### src/rtl/alu_seq_pkg.sv
// -----------------------------------------------------------------------------
// alu_seq_pkg
// Shared definitions for the ALU sequencer slice:
//   - default datapath widths (data, register-file depth, index, flags)
//   - ALU flag bit positions inside the {Z, N, C, V} flag vector
//   - FSM state encoding (IDLE -> READ -> EXEC -> WRITE -> IDLE)
//   - sign-extension helper for the 3-bit immediate
// Optional feature macro used by the slice: ALU_SEQ_FLAGS_EN
// -----------------------------------------------------------------------------
package alu_seq_pkg;

  localparam int ALU_SEQ_DATA_W = 16;
  localparam int ALU_SEQ_REG_N  = 8;
  localparam int ALU_SEQ_IDX_W  = 3;
  localparam int ALU_SEQ_FLAG_W = 4;

  // Flag vector is ordered {Z, N, C, V}, so Z is the MSB.
  localparam int FLAG_Z_BIT = 3;
  localparam int FLAG_N_BIT = 2;
  localparam int FLAG_C_BIT = 1;
  localparam int FLAG_V_BIT = 0;

  // Sequencer state encoding. Kept as plain constants so the encoding is
  // stable for legacy tools and debug scripts that decode the raw value.
  typedef logic [1:0] seq_state_t;
  localparam seq_state_t ST_IDLE  = 2'd0;
  localparam seq_state_t ST_READ  = 2'd1;
  localparam seq_state_t ST_EXEC  = 2'd2;
  localparam seq_state_t ST_WRITE = 2'd3;

  // Sign-extend a 3-bit immediate to the default data width.
  function automatic logic [ALU_SEQ_DATA_W-1:0] sext_imm3(input logic [2:0] imm);
    return {{(ALU_SEQ_DATA_W-3){imm[2]}}, imm};
  endfunction

endpackage

### src/rtl/alu_seq_regfile.sv
// -----------------------------------------------------------------------------
// alu_seq_regfile
// REG_N x DATA_W register file for the ALU sequencer.
//   - two asynchronous read ports (operand A / operand B)
//   - one asynchronous debug read port
//   - one synchronous write port; writes to index 0 are dropped
//   - index 0 always reads as zero
//   - asynchronous active-low reset clears every entry
// Ports:
//   clk, rst_n             clock, async active-low reset
//   ra_addr/ra_data        operand A read port
//   rb_addr/rb_data        operand B read port
//   dbg_addr/dbg_data      debug read port
//   we, waddr, wdata       write port
// -----------------------------------------------------------------------------
module alu_seq_regfile
  import alu_seq_pkg::*;
#(
  parameter int DATA_W = ALU_SEQ_DATA_W,
  parameter int REG_N  = ALU_SEQ_REG_N,
  parameter int IDX_W  = ALU_SEQ_IDX_W
) (
  input  logic              clk,
  input  logic              rst_n,
  input  logic [IDX_W-1:0]  ra_addr,
  output logic [DATA_W-1:0] ra_data,
  input  logic [IDX_W-1:0]  rb_addr,
  output logic [DATA_W-1:0] rb_data,
  input  logic [IDX_W-1:0]  dbg_addr,
  output logic [DATA_W-1:0] dbg_data,
  input  logic              we,
  input  logic [IDX_W-1:0]  waddr,
  input  logic [DATA_W-1:0] wdata
);

  logic [DATA_W-1:0] mem_q [REG_N];
  logic [DATA_W-1:0] mem_d [REG_N];

  // Next-state of the storage array: apply the single write, never to r0.
  always_comb begin
    mem_d = mem_q;
    if (we && (waddr != {IDX_W{1'b0}})) begin
      mem_d[waddr] = wdata;
    end else begin
      mem_d = mem_q;
    end
  end

  // Storage flops, cleared by reset.
  always_ff @(posedge clk or negedge rst_n) begin
    if (!rst_n) begin
      for (int i = 0; i < REG_N; i++) begin
        mem_q[i] <= {DATA_W{1'b0}};
      end
    end else begin
      mem_q <= mem_d;
    end
  end

  // r0 is hardwired to zero on every read port, independent of storage.
  assign ra_data  = (ra_addr  == {IDX_W{1'b0}}) ? {DATA_W{1'b0}} : mem_q[ra_addr];
  assign rb_data  = (rb_addr  == {IDX_W{1'b0}}) ? {DATA_W{1'b0}} : mem_q[rb_addr];
  assign dbg_data = (dbg_addr == {IDX_W{1'b0}}) ? {DATA_W{1'b0}} : mem_q[dbg_addr];

endmodule

### src/rtl/alu_sequencer.sv
// -----------------------------------------------------------------------------
// alu_sequencer
// Multi-cycle controller that drives a shared external ALU. One instruction
// at a time is accepted over a valid/ready handshake, its operands are read
// from an internal register file (or a sign-extended 3-bit immediate for B),
// the ALU result is sampled and written back.
//
// Sequence: accept at edge N, READ, EXEC, WRITE (done high), IDLE again,
// so the next accept can happen at edge N+4.
//
// Ports:
//   clk, rst_n                 clock, async active-low reset
//   in_valid / in_ready        instruction handshake
//   in_opcode                  ALU opcode, passed through unchanged
//   in_rd, in_rs1, in_rs2      destination / source indices
//   in_imm_sel                 use sign-extended in_rs2 as operand B
//   alu_a, alu_b, alu_op       ALU inputs (held outside EXEC)
//   alu_result, alu_flags      combinational ALU outputs
//   result                     last written-back value
//   done                       one-cycle pulse during WRITE
//   busy                       high whenever not IDLE
//   dbg_addr / dbg_data        debug register-file read
//   flags                      (ALU_SEQ_FLAGS_EN only) flags captured in EXEC
//
// Build option: define ALU_SEQ_FLAGS_EN to add the flags register and port.
// -----------------------------------------------------------------------------
module alu_sequencer
  import alu_seq_pkg::*;
#(
  parameter int DATA_W = ALU_SEQ_DATA_W,
  parameter int REG_N  = ALU_SEQ_REG_N,
  parameter int FLAG_W = ALU_SEQ_FLAG_W
) (
  input  logic              clk,
  input  logic              rst_n,
  input  logic              in_valid,
  output logic              in_ready,
  input  logic [7:0]        in_opcode,
  input  logic [2:0]        in_rd,
  input  logic [2:0]        in_rs1,
  input  logic [2:0]        in_rs2,
  input  logic              in_imm_sel,
  output logic [DATA_W-1:0] alu_a,
  output logic [DATA_W-1:0] alu_b,
  output logic [7:0]        alu_op,
  input  logic [DATA_W-1:0] alu_result,
  input  logic [FLAG_W-1:0] alu_flags,
  output logic [DATA_W-1:0] result,
  output logic              done,
  output logic              busy,
  input  logic [2:0]        dbg_addr,
  output logic [DATA_W-1:0] dbg_data
`ifdef ALU_SEQ_FLAGS_EN
  ,
  output logic [FLAG_W-1:0] flags
`endif
);

  // Architectural and pipeline state.
  seq_state_t        state_q,     state_d;
  logic [7:0]        opcode_q,    opcode_d;
  logic [2:0]        rd_q,        rd_d;
  logic [2:0]        rs1_q,       rs1_d;
  logic [2:0]        rs2_q,       rs2_d;
  logic              imm_sel_q,   imm_sel_d;
  logic [DATA_W-1:0] opa_q,       opa_d;
  logic [DATA_W-1:0] opb_q,       opb_d;
  logic [7:0]        alu_op_q,    alu_op_d;
  logic [DATA_W-1:0] res_q,       res_d;
  logic [DATA_W-1:0] result_q,    result_d;
  logic              done_q,      done_d;
  logic              in_ready_q,  in_ready_d;
  logic              busy_q,      busy_d;

  // Register-file connections.
  logic [DATA_W-1:0] rf_a_data_s;
  logic [DATA_W-1:0] rf_b_data_s;
  logic              rf_we_s;
  logic [DATA_W-1:0] imm_ext_s;

  alu_seq_regfile #(
    .DATA_W (DATA_W),
    .REG_N  (REG_N),
    .IDX_W  (3)
  ) u_regfile (
    .clk      (clk),
    .rst_n    (rst_n),
    .ra_addr  (rs1_q),
    .ra_data  (rf_a_data_s),
    .rb_addr  (rs2_q),
    .rb_data  (rf_b_data_s),
    .dbg_addr (dbg_addr),
    .dbg_data (dbg_data),
    .we       (rf_we_s),
    .waddr    (rd_q),
    .wdata    (res_q)
  );

  // The immediate lives in the rs2 field; extend it from its top bit.
  assign imm_ext_s = {{(DATA_W-3){rs2_q[2]}}, rs2_q};

  // Write-back happens on the edge that leaves WRITE; r0 is filtered in the file.
  assign rf_we_s = (state_q == ST_WRITE);

  // FSM and datapath next-state.
  always_comb begin
    state_d   = state_q;
    opcode_d  = opcode_q;
    rd_d      = rd_q;
    rs1_d     = rs1_q;
    rs2_d     = rs2_q;
    imm_sel_d = imm_sel_q;
    opa_d     = opa_q;
    opb_d     = opb_q;
    alu_op_d  = alu_op_q;
    res_d     = res_q;
    result_d  = result_q;

    case (state_q)
      ST_IDLE: begin
        if (in_valid && in_ready_q) begin
          opcode_d  = in_opcode;
          rd_d      = in_rd;
          rs1_d     = in_rs1;
          rs2_d     = in_rs2;
          imm_sel_d = in_imm_sel;
          state_d   = ST_READ;
        end else begin
          state_d   = ST_IDLE;
        end
      end
      ST_READ: begin
        // Operands and opcode move to the ALU-facing registers together so
        // alu_a/alu_b/alu_op only change on entry to EXEC.
        opa_d    = rf_a_data_s;
        if (imm_sel_q) begin
          opb_d  = imm_ext_s;
        end else begin
          opb_d  = rf_b_data_s;
        end
        alu_op_d = opcode_q;
        state_d  = ST_EXEC;
      end
      ST_EXEC: begin
        res_d   = alu_result;
        state_d = ST_WRITE;
      end
      ST_WRITE: begin
        result_d = res_q;
        state_d  = ST_IDLE;
      end
      default: begin
        state_d = ST_IDLE;
      end
    endcase

    // Status outputs are registered copies of what the next state implies,
    // so they line up exactly with state_q.
    done_d     = (state_d == ST_WRITE);
    in_ready_d = (state_d == ST_IDLE);
    busy_d     = (state_d != ST_IDLE);
  end

  // Sequencer state flops; reset aborts any instruction in flight.
  always_ff @(posedge clk or negedge rst_n) begin
    if (!rst_n) begin
      state_q    <= ST_IDLE;
      opcode_q   <= 8'h00;
      rd_q       <= 3'd0;
      rs1_q      <= 3'd0;
      rs2_q      <= 3'd0;
      imm_sel_q  <= 1'b0;
      opa_q      <= {DATA_W{1'b0}};
      opb_q      <= {DATA_W{1'b0}};
      alu_op_q   <= 8'h00;
      res_q      <= {DATA_W{1'b0}};
      result_q   <= {DATA_W{1'b0}};
      done_q     <= 1'b0;
      in_ready_q <= 1'b1;
      busy_q     <= 1'b0;
    end else begin
      state_q    <= state_d;
      opcode_q   <= opcode_d;
      rd_q       <= rd_d;
      rs1_q      <= rs1_d;
      rs2_q      <= rs2_d;
      imm_sel_q  <= imm_sel_d;
      opa_q      <= opa_d;
      opb_q      <= opb_d;
      alu_op_q   <= alu_op_d;
      res_q      <= res_d;
      result_q   <= result_d;
      done_q     <= done_d;
      in_ready_q <= in_ready_d;
      busy_q     <= busy_d;
    end
  end

  assign alu_a    = opa_q;
  assign alu_b    = opb_q;
  assign alu_op   = alu_op_q;
  assign result   = result_q;
  assign done     = done_q;
  assign in_ready = in_ready_q;
  assign busy     = busy_q;

`ifdef ALU_SEQ_FLAGS_EN
  logic [FLAG_W-1:0] flags_q, flags_d;

  // Flags are sampled with the result at the end of EXEC and then held.
  always_comb begin
    if (state_q == ST_EXEC) begin
      flags_d = alu_flags;
    end else begin
      flags_d = flags_q;
    end
  end

  // Flags register.
  always_ff @(posedge clk or negedge rst_n) begin
    if (!rst_n) begin
      flags_q <= {FLAG_W{1'b0}};
    end else begin
      flags_q <= flags_d;
    end
  end

  assign flags = flags_q;
`else
  // Without the flags option the ALU flag bus is intentionally ignored.
  logic unused_alu_flags_s;
  assign unused_alu_flags_s = ^alu_flags;
`endif

endmodule

### config.mk
export PLATFORM = sky130hd
export DESIGN_NAME = alu_sequencer
export DESIGN_NICKNAME = d
export VERILOG_FILES = /design/src/rtl/alu_seq_pkg.sv /design/src/rtl/alu_seq_regfile.sv /design/src/rtl/alu_sequencer.sv
export SDC_FILE = /design/constraint.sdc
export NUM_CORES = 1
export LEC_CHECK = 0
export ABC_AREA = 1
export BUFFER_PORTS_ARGS = -buffer_cell sky130_fd_sc_hd__buf_2
export CELL_PAD_IN_SITES_DETAIL_PLACEMENT = 2
export CELL_PAD_IN_SITES_GLOBAL_PLACEMENT = 2
export CORE_ASPECT_RATIO = 1.75
export CORE_MARGIN = 10
export CORE_UTILIZATION = 31
export CTS_CLUSTER_DIAMETER = 80
export DETAILED_ROUTE_END_ITERATION = 16
export PLACE_DENSITY = 0.8
export SYNTH_ARGS = -nofsm -noshare
export SYNTH_HDL_FRONTEND = slang
export SYNTH_HIERARCHICAL = 1
export SYNTH_SLANG_ARGS = --single-unit
### constraint.sdc
create_clock -name clk -period 1.35 [get_ports clk]
set_input_delay 0.135 -clock clk [delete_from_list [all_inputs] [get_ports clk]]
set_output_delay 0.135 -clock clk [all_outputs]
set_load 0.005 [all_outputs]
== Word-level counts from Yosys, hierarchy flattened ==
Index checks and enable logic that the tools add are counted.

* Bits in registers: 223
* Bits of input ports: 44
* Output and inout port bits: 75
* Logic and storage cells: 64

* $lt $le $gt $ge: 5
* Equal/unequal tests: 4
* Multiplexer cells: 18
* Bitwise operators: 4
* Reduce and logical (&&, ||, !) cells: 11

{| class="wikitable"
|+ Operators with widths
! cell !! count
|-
| 16-bit 2-to-1 mux || 11
|-
| 16-bit binary-select mux with 3-bit select || 3
|-
| 128-bit bitwise mux || 1
|-
| 16-bit demux with 3-bit select || 1
|-
| 4-bit >= comparator, second input constant || 4
|-
| 3-bit inverter with 4-bit output || 4
|-
| 3-bit zero test || 3
|-
| 2-bit one-hot mux with 4 select lines || 1
|-
| 2-bit == test, second input constant || 3
|-
| 2-bit zero test || 2
|-
| 4-bit by 1-bit < comparator with 1-bit output, second input constant || 1
|-
| 1-bit logical AND || 3
|-
| 3-bit nonzero test || 1
|-
| 2-bit by 1-bit == test with 1-bit output, second input constant || 1
|-
| 2-bit AND reduction || 1
|-
| 2-bit nonzero test || 1
|-
| 1-bit 2-to-1 mux || 1
|}

== Depth between registers and ports, before layout ==
Gate-level depths: netlist of the first run.

* Depth after elaboration: 6
* Mapped depth: 11

== Hierarchy ==
The synthesis of the first run kept the hierarchy.

{| class="wikitable"
|+ Modules (own cells, without submodules)
! module !! times used !! cells each !! area each (um^2)
|-
| alu_seq_regfile || 1 || 1395 || 8784.7
|-
| alu_sequencer || 1 || 421 || 3833.7
|}

== Worst setup path after synthesis of the first run ==
OpenSTA, ideal clock, no wires.

* Path type: register to register
* Start: register state_q[0]
* End: register u_regfile/mem_q[100] (netlist name)
* Library setup time: 0.130 ns
* Arrival time: 1.292 ns
* Data required time: 1.220 ns
* Slack: -0.073 ns
* Cell stages (with the launch flop): 7
* Clock period less this slack: 1.423 ns
* Cell sequence: dfrtp_1 ha_1 nand2_1 inv_1 nand3_2 clkbuf_1 o21ai_1

* Cells in the longest elaborated chain, start to end: 2

{| class="wikitable"
|+ RTL lines
! what !! RTL line !! source
|-
| start, declared || alu_sequencer.sv:60 || <nowiki>seq_state_t state_q, state_d;</nowiki>
|-
| start signal, assigned || alu_sequencer.sv:182 || <nowiki>state_q <= state_d;</nowiki>
|-
| 2-bit == test || alu_sequencer.sv:103 || <nowiki>assign rf_we_s = (state_q == ST_WRITE);</nowiki>
|-
| net rf_we_s || alu_sequencer.sv:78 || <nowiki>logic rf_we_s;</nowiki>
|-
| 1-bit logical AND || alu_seq_regfile.sv:42 || <nowiki>if (we && (waddr != {IDX_W{1'b0}})) begin</nowiki>
|-
| end signal, assigned by index || alu_seq_regfile.sv:53 || <nowiki>mem_q[i] <= {DATA_W{1'b0}};</nowiki>
|-
| end signal, assigned || alu_seq_regfile.sv:56 || <nowiki>mem_q <= mem_d;</nowiki>
|-
| end, declared || alu_seq_regfile.sv:36 || <nowiki>logic [DATA_W-1:0] mem_q [REG_N];</nowiki>
|}

The timed path passes the listed nets, and every way through them passes these cells.
A chain may end at the register's enable or synchronous reset.

== Final worst setup path of the first run ==
* Start: register rs1_q[0]
* End: register opa_q[7], in the netlist alu_a[7]

* Cells in the longest elaborated chain, start to end: 5
* Elaborated cells on any way between the ends: 6

{| class="wikitable"
|+ RTL lines
! what !! RTL line !! source
|-
| start, declared || alu_sequencer.sv:63 || <nowiki>logic [2:0] rs1_q, rs1_d;</nowiki>
|-
| start signal, assigned || alu_sequencer.sv:185 || <nowiki>rs1_q <= rs1_d;</nowiki>
|-
| 3-bit inverter with 4-bit output (implied by the code) || alu_seq_regfile.sv:61 || <nowiki>assign ra_data = (ra_addr == {IDX_W{1'b0}}) ? {DATA_W{1'b0}} : mem_q[ra_addr];</nowiki>
|-
| 16-bit binary-select mux with 3-bit select || alu_seq_regfile.sv:61 ||
|-
| 16-bit 2-to-1 mux (implied by the code) (2 in a row) || alu_seq_regfile.sv:61 ||
|-
| 16-bit 2-to-1 mux * || alu_seq_regfile.sv:61 ||
|-
| net rf_a_data_s[7] || alu_sequencer.sv:76 || <nowiki>logic [DATA_W-1:0] rf_a_data_s;</nowiki>
|-
| end signal, assigned || alu_sequencer.sv:173 || <nowiki>opa_q <= {DATA_W{1'b0}};</nowiki>
|-
| end signal, assigned || alu_sequencer.sv:188 || <nowiki>opa_q <= opa_d;</nowiki>
|-
| end, declared || alu_sequencer.sv:66 || <nowiki>logic [DATA_W-1:0] opa_q, opa_d;</nowiki>
|}

The timed path passes the listed nets; every way through them passes the cells marked *. The select of a mux whose other input is x is not followed.

==> results of run 1 <==
## registers in the layout (all words and copies together), names as in the netlist
signal           cells
busy                 1
opcode_q             8
rd_q                 3
done                 1
rs1_q                3
res_q               16
rs2_q                3
alu_op               8
imm_sel_q            1
alu_a               16
state_q              2
u_regfile/mem_q    128
alu_b               16
result              16
in_ready             1
## synth_stat cells, drive strengths merged
cell / number / area share, %
nor2: 90 / 2.7
nand2: 773 / 23
clkbuf: 32 / 1.0
ha: 4 / 0.40
o211ai: 56 / 3.3
a21oi: 17 / 0.70
o21ai: 146 / 6.1
dfstp: 1 / 0.21
buf: 100 / 5.4
nand3: 175 / 7.0
nand3b: 1 / 0.060
inv: 198 / 5.9
dfrtp: 222 / 44
nor3: 1 / 0.13
## area by class of cell
class	instances	area [sq um]
Multi-Input combinational cell	1263	7950
Fill cell	4222	19200
Clock inverter	11	100
Tap cell	544	681
Sequential cell	223	5600
Timing Repair inverter	1	6.26
Clock buffer	33	686
Timing Repair Buffer	484	5160
Inverter	198	800
## metal layers
metal  routed length, microns  track usage [%]
met2                    49600             56.7
met3                     8760             6.22
met1                    34400             33.6
met4                    12400             25.8
met5                       23                0
## repair_timing
action,in CTS,in global routing
cloned,41,9
hold buffers,35,0
resized for setup,507,491
setup endpoints to repair,186,224
pin swaps,113,119
buffers inserted,104,111
endpoints found under the hold margin,256,0
## stage by stage
step | cells | utilization, %
3_3_place_gp | 2426 | 35.3
4_1_cts | 2647 | 46.0
5_1_grt | 2757 | 52.2
2_1_floorplan | 1816 | -
6_report | 2757 | 52.2
3_5_place_dp | 2426 | 35.3
## worst paths after layout
check                                                 startpoint                                to  slack, ns  depth (start not counted)
min in group clk                                        in_valid           opcode_q[2]$_DFFE_PN0P_       0.18                          5
worst max register to register              rs1_q[0]$_DFFE_PN0P_              alu_a[7]$_DFFE_PN0N_      -0.69                         11
worst min-delay path                                       rst_n   u_regfile/mem_q[71]$_DFFE_PN0P_       0.02                          2
max in group asynchronous                                  rst_n                in_ready$_DFF_PN1_       0.66                          3
worst min register to register  u_regfile/mem_q[127]$_DFFE_PN0P_  u_regfile/mem_q[127]$_DFFE_PN0P_       0.44                          0
worst max-delay path                        rs1_q[0]$_DFFE_PN0P_              alu_a[7]$_DFFE_PN0N_      -0.69                         11
## power groups by stage
stage / Combinational (W) / Sequential, W / Clock [W]
after floorplan: 0.0108 / 0.0107 / 0
after global placement: 0.0164 / 0.0111 / 0
after detailed placement: 0.0173 / 0.0113 / 0
after CTS: 0.0247 / 0.0114 / 0.00695
after global routing: 0.0364 / 0.0128 / 0.00755
final: 0.0357 / 0.0127 / 0.00734
## critical path, cell delays in order (launching register included)
cell     delay (ns)
dfrtp_4        0.49
buf_12         0.15
buf_6          0.15
inv_8          0.05
buf_12         0.12
nand2_1        0.11
nand3_1        0.12
nand3_1        0.13
nand2_1        0.15
nor2_1         0.21
nand2_1        0.11
nand2_1        0.10
## placed cells by master, fill, tap and decap left out, types with 31 or more instances in the layout
| master | netlist | layout |
|---|---|---|
| nand2_1 | 770 | 489 |
| dfrtp_1 | 222 | 210 |
| buf_4 | 18 | 198 |
| nand2_2 | 3 | 177 |
| buf_2 | 57 | 111 |
| nand3_1 | 173 | 106 |
| inv_2 | 9 | 103 |
| nand2_4 | 0 | 101 |
| o21ai_2 | 9 | 90 |
| inv_1 | 189 | 86 |
| nand3_2 | 2 | 64 |
| buf_12 | 0 | 56 |
| o211ai_1 | 56 | 56 |
| nor2_1 | 87 | 43 |
| buf_16 | 0 | 36 |
| dlygate4sd3_1 | 0 | 35 |
| buf_6 | 22 | 35 |
| clkbuf_16 | 0 | 32 |
| o21ai_1 | 48 | 31 |
## logic make-up (layout without fill, tap and decap cells)
family	count (synthesis)	after routing	share of synthesized area (%)
compound gates	219	219	10.1
buf+inv	330	727	12.3
flops	223	223	44.2
simple gates	1040	1040	33.0
fa+ha+maj	4	4	0.397
==> impl_metrics.json, run 1 <==
{
  "yosysUniqueCellTypes": 25,
  "finalNetCount": 2243,
  "routabilityCongestion": 0.866,
  "synth_cells": 1816,
  "syn-num-nets": 1864,
  "rsz0062_at_grt": "true",
  "drt_iter0_drc": 1779,
  "end_kind": "flip-flop",
  "finalCriticalPeriod_ns": 2.04,
  "cts_buffers": 24,
  "arrival_ns": 2.52,
  "clk_pin_slew_ns": 0.09,
  "crit_type": "reg2reg",
  "antenna_found_initial": 2,
  "area_growth_pct": 66.3,
  "wl_per_cell_microns": 38.2,
  "worst_pin_slew_ns": 0.562,
  "grt_pass1_vias": 17400,
  "vdd_drop_max_uv": 1600,
  "syn_area_sq_um": 12600,
  "critPathLaunchType": "flip-flop",
  "grt.overflow.total": 0,
  "io_buffers": 114,
  "fin_ws_ns": -0.686,
  "start_util_pct": 31.4,
  "finalMaxSlewViolations": 0,
  "hold_viol_final": 0,
  "fp.dieH_microns": 287,
  "finalHoldWorstSlack_ns": 0.0173,
  "stdcell_area_sq_um": 21000,
  "grt_max_degree": 55,
  "avgSynthCellArea_sq_um": 6.95,
  "yosys_register_bits": 223,
  "drive_gt1_share_pct": 51.1,
  "clk_latency_ns": 0.59,
  "required_ns": 1.83,
  "p_comb_share_pct": 64.0,
  "ctsLongestPathBuffers": 3,
  "status": "complete, but fails checks",
  "p_clk_share_pct": 13.2,
  "htreeDepth": 1,
  "grt_pass1_wl_microns": 121000,
  "yosys_warnings": 6,
  "io_pins": 119,
  "violations": "negative setup slack",
  "dp_slack_ns": -0.249,
  "power.leakage_nw": 10.6,
  "vias": 16700,
  "cp_max_fo": 5,
  "switching_share_pct": 52.9,
  "relSlewSlack_pct": 62.5,
  "power.internal_w": 0.0262,
  "rows": 97,
  "setup_tns_ns": -107.38,
  "fp.dieArea_sq_um": 49500,
  "fin_crit_sh_pct": 151,
  "power_w": 0.0557,
  "maxCapViolCount": 0,
  "placed_area_sq_um": 14200,
  "grt_usage_pct": 32.5,
  "powerDensity_nw_per_um2": 2660,
  "cts_tree": "yes",
  "vias_per_cell": 6.08,
  "diodes": 0,
  "dr.pass1.iters": 5,
  "ys_seq_area_share_pct": 44.2,
  "max_freq_ghz": 0.491,
  "dp_hpwl_microns": 37500,
  "seqPwrFrac_pct": 22.9,
  "cts.sinks": 223,
  "root_buffer": "clkbuf_16",
  "core-area_sq_um": 40200,
  "power_switching_w": 0.0295,
  "skew_ns": 0.0439,
  "hold_class": "in2async",
  "post-route-drc-count": 0,
  "wirelength_microns": 105000,
  "ant_nets": 0,
  "final-setup-viol-count": 226,
  "die-width_microns": 173
}
No activity file was read; power rests on OpenSTA's default activity.
==> run 2: changes to the inputs <==
CORE_ASPECT_RATIO = 1.4   (was 1.75)
==> run 2 against run 1 <==
  * Largest cell class unchanged
  * First-iteration DRC count rose by 22%
  * Register-to-register slack got worse by 0.14 ns
  * Clock power rose by 11%
  * Routed wire length rose by 1.8%
  * Largest power group unchanged
  * Via count rose by 2.9%
  * Critical path depth fell by 2
  * Worst setup slack got worse by 0.14 ns
  * Cell count rose by 1.3%
  * Utilization rose by 2.3 points
  * Hold slack improved by 0.0054 ns
  * Cell area rose by 4.7%
  * Die area fell by 0.41%
  * Critical path type unchanged
  * The flow still finishes with violations (negative setup slack)
==> impl_metrics.json, run 2 (synthesis gave the netlist of run 1 again) <==
{
  "routabilityCongestion": 0.867,
  "fillers": 4210,
  "maxCapViolCount": 0,
  "cts_buffers": 25,
  "area_growth_pct": 74.2,
  "power.leakage_nw": 10.9,
  "cts.sinks": 223,
  "crit_path_frequent_cell": "nand2_1",
  "core-area_sq_um": 40300,
  "critPathLaunchType": "flip-flop",
  "dr.pass1.iters": 5,
  "slowest_delay_ns": 0.55,
  "grt.overflow.total": 0,
  "top_usage_layer": "met2",
  "powerDensity_nw_per_um2": 2720,
  "clk_latency_ns": 0.60,
  "instances_no_fill": 2792,
  "rsz0062_at_grt": "true",
  "crit_type": "reg2reg",
  "vdd_drop_max_uv": 1580,
  "rows": 87,
  "wl_per_cell_microns": 38.4,
  "start_util_pct": 31.3,
  "violations": "negative setup slack",
  "place_inst": 2425,
  "io_buffers": 114,
  "htreeDepth": 1,
  "setup_tns_ns": -89.45,
  "grt_pass1_wl_microns": 118000,
  "cts_tree": "yes",
  "fp.dieH_microns": 259,
  "postLayoutCoreUtil_pct": 54.6,
  "hold_class": "in2async",
  "drt_iter0_drc": 2165,
  "finalNetCount": 2287,
  "grtUsageMet1_pct": 37.7,
  "relSlewSlack_pct": 57.6,
  "hold_viol_final": 0,
  "top_register": "u_regfile/mem_q",
  "cp_cell_sequence": "buf_12, buf_12, buf_12, o211ai_1, nand2_1, nand2_1, nand2_1, nand2_1, nand2_1",
  "vias_per_cell": 6.17,
  "grt_usage_pct": 31.7,
  "vias": 17200,
  "required_ns": 1.77,
  "post-route-drc-count": 0,
  "layout_common_cells": "444 x nand2_1, 234 x buf_4, 221 x nand2_2",
  "power_w": 0.0597,
  "finalHoldWorstSlack_ns": 0.0227,
  "dp_hpwl_microns": 37200,
  "fp.dieArea_sq_um": 49300,
  "status": "complete, but fails checks",
  "antenna_found_initial": 4,
  "finalCriticalPeriod_ns": 2.17,
  "fin_ws_ns": -0.824,
  "cp_max_fo": 6,
  "finalMaxSlewViolations": 0,
  "root_buffer": "clkbuf_16",
  "met2_usage_pct": 53.2,
  "drive_gt1_share_pct": 57.7,
  "wirelength_microns": 107000,
  "largest_reg_flops": 128,
  "grt_max_degree": 55,
  "fin_crit_sh_pct": 161,
  "end_kind": "flip-flop",
  "skew_ns": 0.0263,
  "ant_nets": 0,
  "grt_pass1_vias": 17200,
  "io_pins": 119,
  "grt_util_met3_pct": 5.73,
  "die-width_microns": 191,
  "worst_pin_slew_ns": 0.635,
  "arrival_ns": 2.59,
  "max_freq_ghz": 0.460,
  "layout_commonest_cell": "nand2_1",
  "clk_pin_slew_ns": 0.07,
  "slowest_stage": "dfrtp_4",
  "ctsLongestPathBuffers": 3,
  "final-setup-viol-count": 225
}
[run 2: timing repair]
| item | 4_1_cts | 5_1_grt |
|---|---|---|
| hold buffers | 35 | 0 |
| endpoints found under the setup margin | 170 | 222 |
| gates cloned | 36 | 16 |
| pin swaps | 210 | 236 |
| resized for setup | 445 | 669 |
| hold endpoints to repair | 256 | 0 |
| buffers inserted | 137 | 114 |
[run 2: per-layer routing]
| metal | part of all wire (%) | vias up |
|---|---|---|
| met2 | 46 | 1380 |
| met5 | 0.016 | - |
| met4 | 8.9 | 2 |
| met3 | 8.8 | 577 |
| met1 | 36 | 8752 |
| li1 | - | 6522 |
[run 2: path summary, 6_finish.rpt]
check	start	endpoint	slack [ns]	depth (start not counted)
worst min register to register	u_regfile/mem_q[119]$_DFFE_PN0P_	u_regfile/mem_q[119]$_DFFE_PN0P_	0.45	0
worst max-delay path	rs1_q[0]$_DFFE_PN0P_	alu_a[15]$_DFFE_PN0N_	-0.82	9
worst max register to register	rs1_q[0]$_DFFE_PN0P_	alu_a[15]$_DFFE_PN0N_	-0.82	9
min in group clk	in_valid	rd_q[2]$_DFFE_PN0P_	0.08	4
worst min-delay path	rst_n	res_q[7]$_DFFE_PN0P_	0.02	2
max in group asynchronous	rst_n	in_ready$_DFF_PN1_	0.65	3
[run 2: layout make-up]
cell class,count,area (sq um),area share [%]
diodes,1,2.50,0.0114
clock inverters,14,211,0.962
flip-flops and latches,223,5600,25.5
clock buffers,31,678,3.09
multi-input cells,1263,8430,38.3
repair buffers,528,5610,25.5
well taps,534,668,3.04
inverters,198,781,3.55
[run 2: per-stage QoR]
stage	instance area, sq um	setup slack (ns)
6_report	22000	-0.824
5_1_grt	22000	-0.740
4_1_cts	18700	-0.426
3_5_place_dp	14200	-0.367
3_3_place_gp	14200	-0.336
2_1_floorplan	12600	0.0238
[run 2: critical path, delay by kind of cell, from the launching register on]
kind                   cells  cell delay, ns
AND/OR/NAND/NOR            5            0.72
flip-flops                 1            0.55
buffers and inverters      3            0.43
AO/OA/AOI/OAI              1            0.28
[run 2: where the power goes]
part | total (W) | internal [W] | switching, W | leakage [nW]
sequential | 0.0127 | 0.00929 | 0.00341 | 2.89
clock | 0.00817 | 0.00454 | 0.00363 | 0.433
combinational | 0.0388 | 0.0146 | 0.0242 | 7.59
